$ cat src/rtl/mem_pkg.sv
// Shared types and defaults for the MEM-stage SRAM controller and its address map.
package mem_pkg;

    localparam int unsigned DEF_BASE_ADDR = 1024;
    localparam int unsigned DEF_SRAM_AW   = 18;
    // Wide enough for a phase of up to eight cycles (WAIT_CYCLES 1..7).
    localparam int unsigned PH_CNT_W      = 3;

    typedef enum logic [1:0] {
        IDLE,
        LO,
        HI,
        DONE
    } sram_state_t;

endpackage

$ cat src/rtl/sram_mem_ctrl_if.sv
// Pipeline-side memory request bus between the MEM stage and the SRAM controller.
interface sram_mem_ctrl_if;

    logic        wr_en;
    logic        rd_en;
    logic [31:0] address;
    logic [31:0] write_data;
    logic [31:0] read_data;
    logic        ready;

    modport master (
        output wr_en, rd_en, address, write_data,
        input  read_data, ready
    );

    modport slave (
        input  wr_en, rd_en, address, write_data,
        output read_data, ready
    );

endinterface

$ cat src/rtl/sram_mem_ctrl_addr_map.sv
// Byte address to SRAM half-word address; shared with the cache fill path.
module sram_addr_map
    import mem_pkg::*;
#(
    parameter logic [31:0] BASE_ADDR = 32'(DEF_BASE_ADDR),
    parameter int unsigned SRAM_AW   = DEF_SRAM_AW
) (
    input  logic [31:0]        address,
    input  logic               half,
    output logic [SRAM_AW-1:0] sram_addr
);

    logic [31:0] offset;
    logic        unused_offset_bits;

    // Word index is offset[31:2]; bits above the SRAM size wrap away.
    always_comb begin
        offset    = address - BASE_ADDR;
        sram_addr = {offset[SRAM_AW:2], half};
    end

    assign unused_offset_bits = ^{offset[31:SRAM_AW+1], offset[1:0]};

endmodule

$ cat src/rtl/sram_mem_ctrl.sv
// MEM-stage controller: splits each 32-bit load/store into two 16-bit async SRAM
// accesses, holding ready low so the pipeline freezes until the access completes.
module sram_mem_ctrl
    import mem_pkg::*;
#(
    parameter logic [31:0] BASE_ADDR   = 32'(DEF_BASE_ADDR),
    parameter int unsigned WAIT_CYCLES = 1,
    parameter int unsigned SRAM_AW     = DEF_SRAM_AW
) (
    input  logic               clk,
    input  logic               rst_n,
    sram_mem_ctrl_if.slave     bus,
    output logic [SRAM_AW-1:0] sram_addr,
    output logic [15:0]        sram_dq_o,
    input  logic [15:0]        sram_dq_i,
    output logic               sram_dq_oe,
    output logic               sram_we_n,
    output logic               sram_oe_n
);

    localparam logic [PH_CNT_W-1:0] LAST = PH_CNT_W'(WAIT_CYCLES);

    sram_state_t         state, nxt_state;
    logic [PH_CNT_W-1:0] cnt, nxt_cnt;
    logic                is_wr, nxt_wr;
    logic                req, phase_last;
    logic [15:0]         lo_q;
    logic [SRAM_AW-1:0]  map_addr, addr_d;
    logic [15:0]         dq_o_d;
    logic                dq_oe_d, we_n_d, oe_n_d;

    assign req       = bus.wr_en | bus.rd_en;
    assign bus.ready = ~req | (state == DONE);

    sram_addr_map #(
        .BASE_ADDR (BASE_ADDR),
        .SRAM_AW   (SRAM_AW)
    ) u_addr_map (
        .address   (bus.address),
        .half      (nxt_state == HI),
        .sram_addr (map_addr)
    );

    always_ff @(posedge clk or negedge rst_n) begin
        if (!rst_n) begin
            state         <= IDLE;
            cnt           <= '0;
            is_wr         <= 1'b0;
            lo_q          <= '0;
            bus.read_data <= '0;
            sram_addr     <= '0;
            sram_dq_o     <= '0;
            sram_dq_oe    <= 1'b0;
            sram_we_n     <= 1'b1;
            sram_oe_n     <= 1'b1;
        end else begin
            state      <= nxt_state;
            cnt        <= nxt_cnt;
            is_wr      <= nxt_wr;
            sram_addr  <= addr_d;
            sram_dq_o  <= dq_o_d;
            sram_dq_oe <= dq_oe_d;
            sram_we_n  <= we_n_d;
            sram_oe_n  <= oe_n_d;
            if (!is_wr && phase_last) begin
                if (state == LO) lo_q <= sram_dq_i;
                if (state == HI) bus.read_data <= {sram_dq_i, lo_q};
            end
        end
    end

    always_comb begin
        nxt_state  = state;
        nxt_cnt    = '0;
        nxt_wr     = is_wr;
        phase_last = (cnt == LAST);
        case (state)
            IDLE: if (req) begin
                nxt_state = LO;
                nxt_wr    = bus.wr_en;
            end
            LO:   if (phase_last) nxt_state = HI;
                  else            nxt_cnt   = cnt + 1'b1;
            HI:   if (phase_last) nxt_state = DONE;
                  else            nxt_cnt   = cnt + 1'b1;
            DONE: nxt_state = IDLE;
            default: nxt_state = IDLE;
        endcase
    end

    // Pad controls are registered, so they are derived from the upcoming state and count.
    always_comb begin
        addr_d  = sram_addr;
        dq_o_d  = '0;
        dq_oe_d = 1'b0;
        we_n_d  = 1'b1;
        oe_n_d  = 1'b1;
        if (nxt_state == LO || nxt_state == HI) begin
            if (nxt_state != state) addr_d = map_addr;
            if (nxt_wr) begin
                dq_oe_d = 1'b1;
                we_n_d  = (nxt_cnt == LAST);
                dq_o_d  = (nxt_state == HI) ? bus.write_data[31:16] : bus.write_data[15:0];
            end else begin
                oe_n_d  = 1'b0;
            end
        end
    end

endmodule
$ cat src/flat_wrapper.sv
// flat-port wrapper written by rule: the top's interface ports become plain ports
module sram_mem_ctrl_flat import mem_pkg::*;
#(
    parameter logic [31:0] BASE_ADDR   = 32'(DEF_BASE_ADDR),
    parameter int unsigned WAIT_CYCLES = 1,
    parameter int unsigned SRAM_AW     = DEF_SRAM_AW
)
  (clk, rst_n, sram_addr, sram_dq_o, sram_dq_i, sram_dq_oe, sram_we_n, sram_oe_n, bus_wr_en, bus_rd_en, bus_address, bus_write_data, bus_read_data, bus_ready);
  sram_mem_ctrl_if bus_i ();
  input  logic clk;
  input  logic rst_n;
  output logic [SRAM_AW-1:0] sram_addr;
  output logic [15:0] sram_dq_o;
  input  logic [15:0] sram_dq_i;
  output logic sram_dq_oe;
  output logic sram_we_n;
  output logic sram_oe_n;
  input wire logic [$bits(bus_i.wr_en)-1:0] bus_wr_en;
  input wire logic [$bits(bus_i.rd_en)-1:0] bus_rd_en;
  input wire logic [$bits(bus_i.address)-1:0] bus_address;
  input wire logic [$bits(bus_i.write_data)-1:0] bus_write_data;
  output wire logic [$bits(bus_i.read_data)-1:0] bus_read_data;
  output wire logic [$bits(bus_i.ready)-1:0] bus_ready;
  assign bus_i.wr_en = bus_wr_en;
  assign bus_i.rd_en = bus_rd_en;
  assign bus_i.address = bus_address;
  assign bus_i.write_data = bus_write_data;
  assign bus_read_data = bus_i.read_data;
  assign bus_ready = bus_i.ready;
  sram_mem_ctrl #(.BASE_ADDR(BASE_ADDR), .WAIT_CYCLES(WAIT_CYCLES), .SRAM_AW(SRAM_AW)) u_core (.clk(clk), .rst_n(rst_n), .bus(bus_i), .sram_addr(sram_addr), .sram_dq_o(sram_dq_o), .sram_dq_i(sram_dq_i), .sram_dq_oe(sram_dq_oe), .sram_we_n(sram_we_n), .sram_oe_n(sram_oe_n));
endmodule
$ cat config.mk
export PLATFORM = sky130hd
export DESIGN_NAME = sram_mem_ctrl_flat
export DESIGN_NICKNAME = d
export VERILOG_FILES = /design/src/rtl/mem_pkg.sv /design/src/rtl/sram_mem_ctrl_if.sv /design/src/rtl/sram_mem_ctrl_addr_map.sv /design/src/rtl/sram_mem_ctrl.sv /design/src/flat_wrapper.sv
export SDC_FILE = /design/constraint.sdc
export NUM_CORES = 1
export LEC_CHECK = 0
export CAP_MARGIN = 0
export CORE_UTILIZATION = 48
export CTS_BUF_LIST = sky130_fd_sc_hd__clkbuf_8
export DETAILED_ROUTE_END_ITERATION = 7
export GPL_TIMING_DRIVEN = 0
export PLACE_DENSITY_LB_ADDON = 0.2
export SETUP_SLACK_MARGIN = 0.15
export SYNTH_ARGS = -nofsm -noshare
export SYNTH_HDL_FRONTEND = slang
export SYNTH_SLANG_ARGS = --single-unit
$ cat constraint.sdc
create_clock -name clk -period 5.8 [get_ports clk]
set_input_delay 0.87 -clock clk [delete_from_list [all_inputs] [get_ports clk]]
set_output_delay 0.87 -clock clk [all_outputs]
set_load 0.005 [all_outputs]
# Word-level counts from Yosys, hierarchy flattened

Cells that the tools add are included.
W data, S select, Z words.

Reduce and logical (&&, ||, !) cells: 8
Multiplexer cells: 16
Equal/unequal tests: 8
Add/sub/neg operators: 2
Bitwise logic cells: 3

Operator list:

| kind                     | count |
|---|---|
| $mux W16                 | 3 |
| $sub A19 B11 Y19 const B | 1 |
| $pmux W2 S4              | 1 |
| $mux W1                  | 7 |
| $eq A2 B2 Y1 const B     | 3 |
| $eq A3 B1 Y1 const B     | 2 |
| $mux W2                  | 3 |
| $mux W3                  | 2 |
| $reduce_and A2 Y1        | 3 |
| $eq A2 B1 Y1 const B     | 2 |
| $add A3 B1 Y3 const B    | 1 |
| $logic_not A2 Y1         | 1 |
| $ne A2 B2 Y1             | 1 |
| $or A1 B1 Y1             | 2 |
| $reduce_or A2 Y1         | 1 |
| $logic_and A1 B1 Y1      | 1 |
| $logic_not A1 Y1         | 1 |
| $logic_or A1 B1 Y1       | 1 |
| $not A1 Y1               | 1 |

Output and inout bits: 70
Input port bits: 84
Flip-flop bits (word level): 91
Logic and storage cells: 47

# Logic depth before layout (Yosys ltp)

Depth in word-level cells: 7
Mapped depth: 11
Depth with buffers taken out: 8

# Modules after synthesis

A second synthesis with hierarchy kept.

Cell total of the unflattened synthesis: 278
Area, all modules: 3908.7 µm²

By module, submodules not included:

| module        | cells each | times used | sequential area each (µm²) | area each (µm²) |
|---|---|---|---|---|
| sram_mem_ctrl | 249        | 1          | 2279.7                     | 3693.5 |
| sram_addr_map | 29         | 1          | 0.0                        | 215.2 |

# Worst setup path after synthesis

No wires, ideal clock.

Path type: input to register
From: input bus_rd_en
To: register u_core.sram_dq_o[10]
Buffers on the path: 2
Cell stages on the path: 9
Setup time: 0.132 ns
Data required time: 5.668 ns
Path slack: 2.990 ns
Arrival time: 2.678 ns
Path through: or2_2 > o21ai_0 > o31ai_1 > inv_1 > ha_1 > clkbuf_1 > clkbuf_1 > mux2i_1 > nor2_1

Cells in the longest elaborated chain, start to end: 7
Elaborated cells between the ends (all ways): 11
Classes of those cells: 2 x eq/ne; 7 x mux; 1 x bitwise; 1 x reduce/logical

Ends and longest elaborated chain:

| item                    | RTL line             | RTL |
|---|---|---|
| start: declaration      | flat_wrapper.sv:19   | `input wire logic [$bits(bus_i.rd_en)-1:0] bus_rd_en;` |
| $or A1 B1 Y1 (*)        | sram_mem_ctrl.sv:32  | `assign req = bus.wr_en \| bus.rd_en;` |
| $mux W2 (*)             | sram_mem_ctrl.sv:78  | `IDLE: if (req) begin` |
| $pmux W2 S4 (*)         | sram_mem_ctrl.sv:77  | `case (state)` |
| via u_core.nxt_state[0] | sram_mem_ctrl.sv:23  | `sram_state_t state, nxt_state;` |
| $eq A2 B2 Y1 (*)        | -                    |  |
| via u_core.map_addr[0]  | sram_mem_ctrl.sv:28  | `logic [SRAM_AW-1:0] map_addr, addr_d;` |
| $mux W16                | sram_mem_ctrl.sv:103 | `dq_o_d = (nxt_state == HI) ? bus.write_data[31:16] : bus.write_data[15:0];` |
| $mux W16                | sram_mem_ctrl.sv:100 | `if (nxt_wr) begin` |
| $mux W16 (*)            | sram_mem_ctrl.sv:98  | `if (nxt_state == LO \|\| nxt_state == HI) begin` |
| via u_core.dq_o_d[10]   | sram_mem_ctrl.sv:29  | `logic [15:0] dq_o_d;` |
| end signal: assignment  | sram_mem_ctrl.sv:61  | `sram_dq_o <= dq_o_d;` |
| end: declaration        | sram_mem_ctrl.sv:14  | `output logic [15:0] sram_dq_o,` |

Mark *: on every way through the listed nets, which the timed path passes. The rest lies on a longest branch.
A chain may end at the register's enable or synchronous reset.

# Final worst setup path

From: register u_core.state[0]
To: register u_core.sram_dq_o[6]

Cells in the longest elaborated chain, start to end: 6
Elaborated cells between the ends (all ways): 15
Classes of those cells: 5 x eq/ne; 8 x mux; 2 x reduce/logical

Ends and longest elaborated chain:

| item                                       | RTL line             | RTL |
|---|---|---|
| start: declaration                         | sram_mem_ctrl.sv:23  |  |
| start signal: assignment                   | sram_mem_ctrl.sv:57  | `state <= nxt_state;` |
| $eq A2 B2 Y1, or another cell as far along | sram_mem_ctrl.sv:77  |  |
| $pmux W2 S4 (*)                            | sram_mem_ctrl.sv:77  |  |
| via u_core.nxt_state[1]                    | sram_mem_ctrl.sv:23  |  |
| $eq A2 B2 Y1 (*)                           | -                    |  |
| via u_core.map_addr[0]                     | sram_mem_ctrl.sv:28  |  |
| $mux W16                                   | sram_mem_ctrl.sv:103 |  |
| $mux W16                                   | sram_mem_ctrl.sv:100 |  |
| $mux W16 (*)                               | sram_mem_ctrl.sv:98  |  |
| via u_core.dq_o_d[6]                       | sram_mem_ctrl.sv:29  |  |

Marks and branches as above.

==> summary.txt <==
Vias post-DR: 2,592
Post-synth top area share: 58.61%
VDD IR max: 0.2124 mV
PnR worst setup slack: 2523 ps
Data required, critical path: 6020 ps
Biggest area consumer among synthesized cells: dfrtp_1
EDFF count, synth: 0
Reg-to-reg slack, setup: 2520 ps
Commonest non-fill, non-tap cell in the layout: clkdlybuf4s50_1
Share of cells above drive strength 1: 21.67%
CTS tree: done
Max-slew violations: 0
Area Overhead vs Synth: 47.48%
Fin crit share: 56.49%
Reg2reg start: u_core.state[0]$_DFF_PN0_
Status: complete, no violations
# Post-CTS Setup Buffers: 0
Commonest non-fill, non-tap cells in the layout: clkdlybuf4s50_1, dfrtp_1, mux2_2, nor2_1, mux2i_1
DRT antenna net count: 0
Dpl cell area: 5334 sq um
Synth warnings: 0
Most used cell, CP: clkbuf_1
Register area share after synthesis: 59.99%
WP depth: 10
Hpwl dp: 5890 um
Final Util: 72.90%
Setup TNS Final: 0 ps
Period minus WS final: 3277 ps
Die width: 90.98 um
Setup CP Type: reg -> reg
Max-cap violation count: 0
Crit-path slowest cell: clkbuf_1
Largest stage delay on the critical path: 540 ps
Crit path max fanout: 10
Overall die height: 90.98 um
Initial detailed-routing violation count: 54
Fin nets: 507
Synthesized instance count: 265
Routed wire length: 7770 um
CP Buf/Inv Count: 4
Top_reg_cell synth: dfrtp_1
Number of port buffers: 138
#FFs+latches synth: 91
Fill count: 553
Type of the worst min-delay path: in -> async
Initial Util: 49.43%
Worst-Margin Slew: 642.8 ps
Synth Area per Inst: 14.34 sq um
Worst Reg-to-Reg Cells: 10
Place WS: 2187 ps
Total GRT Usage: 20.79%
Synth Net Count: 357
CP startpoint kind: flip-flop
Clock buffer depth: 2
Worst-path clk slew: 90 ps
DRC errors left: 0
Num CTS Buffers: 9
FF-to-FF End: u_core.sram_dq_o[6]$_DFF_PN0_
Pwr dens: 523.9 nW/um^2
Top post-synthesis cells by area: dfrtp_1, mux2_2, mux2i_1, mux2_4, ha_1
Rows: 32
Setup-failing EPs final: 0
Crit path max-delay family: buffers and inverters
Die Area: 8276 sq um
Core Region: 7687 sq um
CP Data Arrival Time: 3490 ps
RSZ-0062 raised after global routing: no
Post-synth ARST share: 100.0%
Initial antenna violation count: 0
Area of the multi-input gates: 1429 sq um
Pleak: 2.450 nW
Antenna cells: 0
Vias in the first global route: 2,670
CP Capture Type: flip-flop
DRT Pass-1 Iters: 4
Sequential cell area: 2280 sq um
Clock network latency to the later pin of the worst-skew pair: 350 ps
Global-route wire length before repair: 13,260 um
Max Fclk: 305.2 MHz
Clk root buf: clkbuf_8
Boundary Pins: 154
Synth unique cells: 39
Cell Area, Synth: 3800 sq um
GRT overflow: 0
Pin count of the biggest net entering global routing: 53
Post-CTS Hold Buffers: 0
Cell breakdown of the critical path: inv_1 > ha_1 > clkbuf_1 > o21bai_1 > a211oi_1 > ha_1 > clkbuf_1 > clkbuf_1 > mux2i_1 > nor2_1
Clock sinks: 91
Routability cong.: 0.7662
Vias per inst: 4.966
DR WL/cell: 14.89 um
Worst relative slew slack: 57.14%
Post-Route Skew: 8.539 ps
Max H-tree Level: 3
CTS resizes: 0
Fin area: 5604 sq um
Endpoints failing hold: 0
synthesized netlist by cell type (all sizes together), types with 4 or more instances:
library cell,number
dfrtp,89
mux2,65
nor2,21
mux2i,17
ha,8
inv,7
clkbuf,6
nand2,6
buf,5
xor2,4
how the worst max path moves through the flow:
stage / startpoint / end
2_1_floorplan: bus_rd_en / u_core.sram_dq_o[10]$_DFF_PN0_
3_3_place_gp: rst_n / u_core.sram_addr[4]$_DFFE_PN0P_
3_5_place_dp: bus_rd_en / u_core.sram_dq_o[6]$_DFF_PN0_
4_1_cts: u_core.state[0]$_DFF_PN0_ / u_core.sram_dq_o[6]$_DFF_PN0_
5_1_grt: u_core.state[0]$_DFF_PN0_ / u_core.sram_dq_o[6]$_DFF_PN0_
6_report: u_core.state[0]$_DFF_PN0_ / u_core.sram_dq_o[6]$_DFF_PN0_
area by class of cell:
class,count,share of cell area (%)
flip-flops and latches,91,40.68
inverters,7,0.4689
well taps,102,2.277
plain buffers,11,1.161
clock buffers,9,2.210
repair buffers,139,25.09
clock inverters,7,2.612
multi-input cells,156,25.50
where the power goes:
group	internal [mW]	switching, mW
clock network	0.334	0.223
registers	0.925	0.138
logic	0.846	0.470
total	2.11	0.831
worst reg2reg max path: stages, from the launching register on:
cell,delay (ps)
dfrtp_1,450
inv_1,150
ha_1,220
clkbuf_1,190
o21bai_1,200
a211oi_1,410
ha_1,230
clkbuf_1,390
clkbuf_1,540
mux2i_1,310
nor2_1,60
per-stage QoR:
stage,instances,power (mW),hold WS [ps]
after floorplan,265,1.765,475.0
after global placement,505,2.353,478.7
after detailed placement,506,2.410,487.5
after CTS,522,2.977,494.1
after global routing,522,3.128,514.5
final,522,2.936,487.7
per-layer routing:
layer / share of wire (%) / GRT usage (%) / wire length (um) / up-vias
met1: 40 / 25.20 / 3089 / 1260
li1: - / - / - / 1212
met2: 50 / 34.22 / 3869 / 107
met5: 0 / 0 / 0 / -
met4: 1.7 / 7.937 / 129 / 0
met3: 8.8 / 7.286 / 680 / 13
flip-flops by register name (all words and copies together), names as in the netlist:
register              flops
u_core.sram_we_n          1
u_core.sram_oe_n          1
u_core.lo_q              16
u_core.sram_dq_oe         1
u_core.is_wr              1
u_core.bus.read_data     32
u_core.state              2
u_core.sram_addr         18
u_core.cnt                3
u_core.sram_dq_o         16
cells by family after synthesis:
group	share of synthesized area [%]
muxes	24.63
AOI/OAI and AO/OA	2.931
and+or+nand+nor	5.795
xor gates and xnor gates	1.613
DFF	59.99
adders and majority gates	2.634
buffers and inverters	2.404
Power figures use the tool's default switching activity.
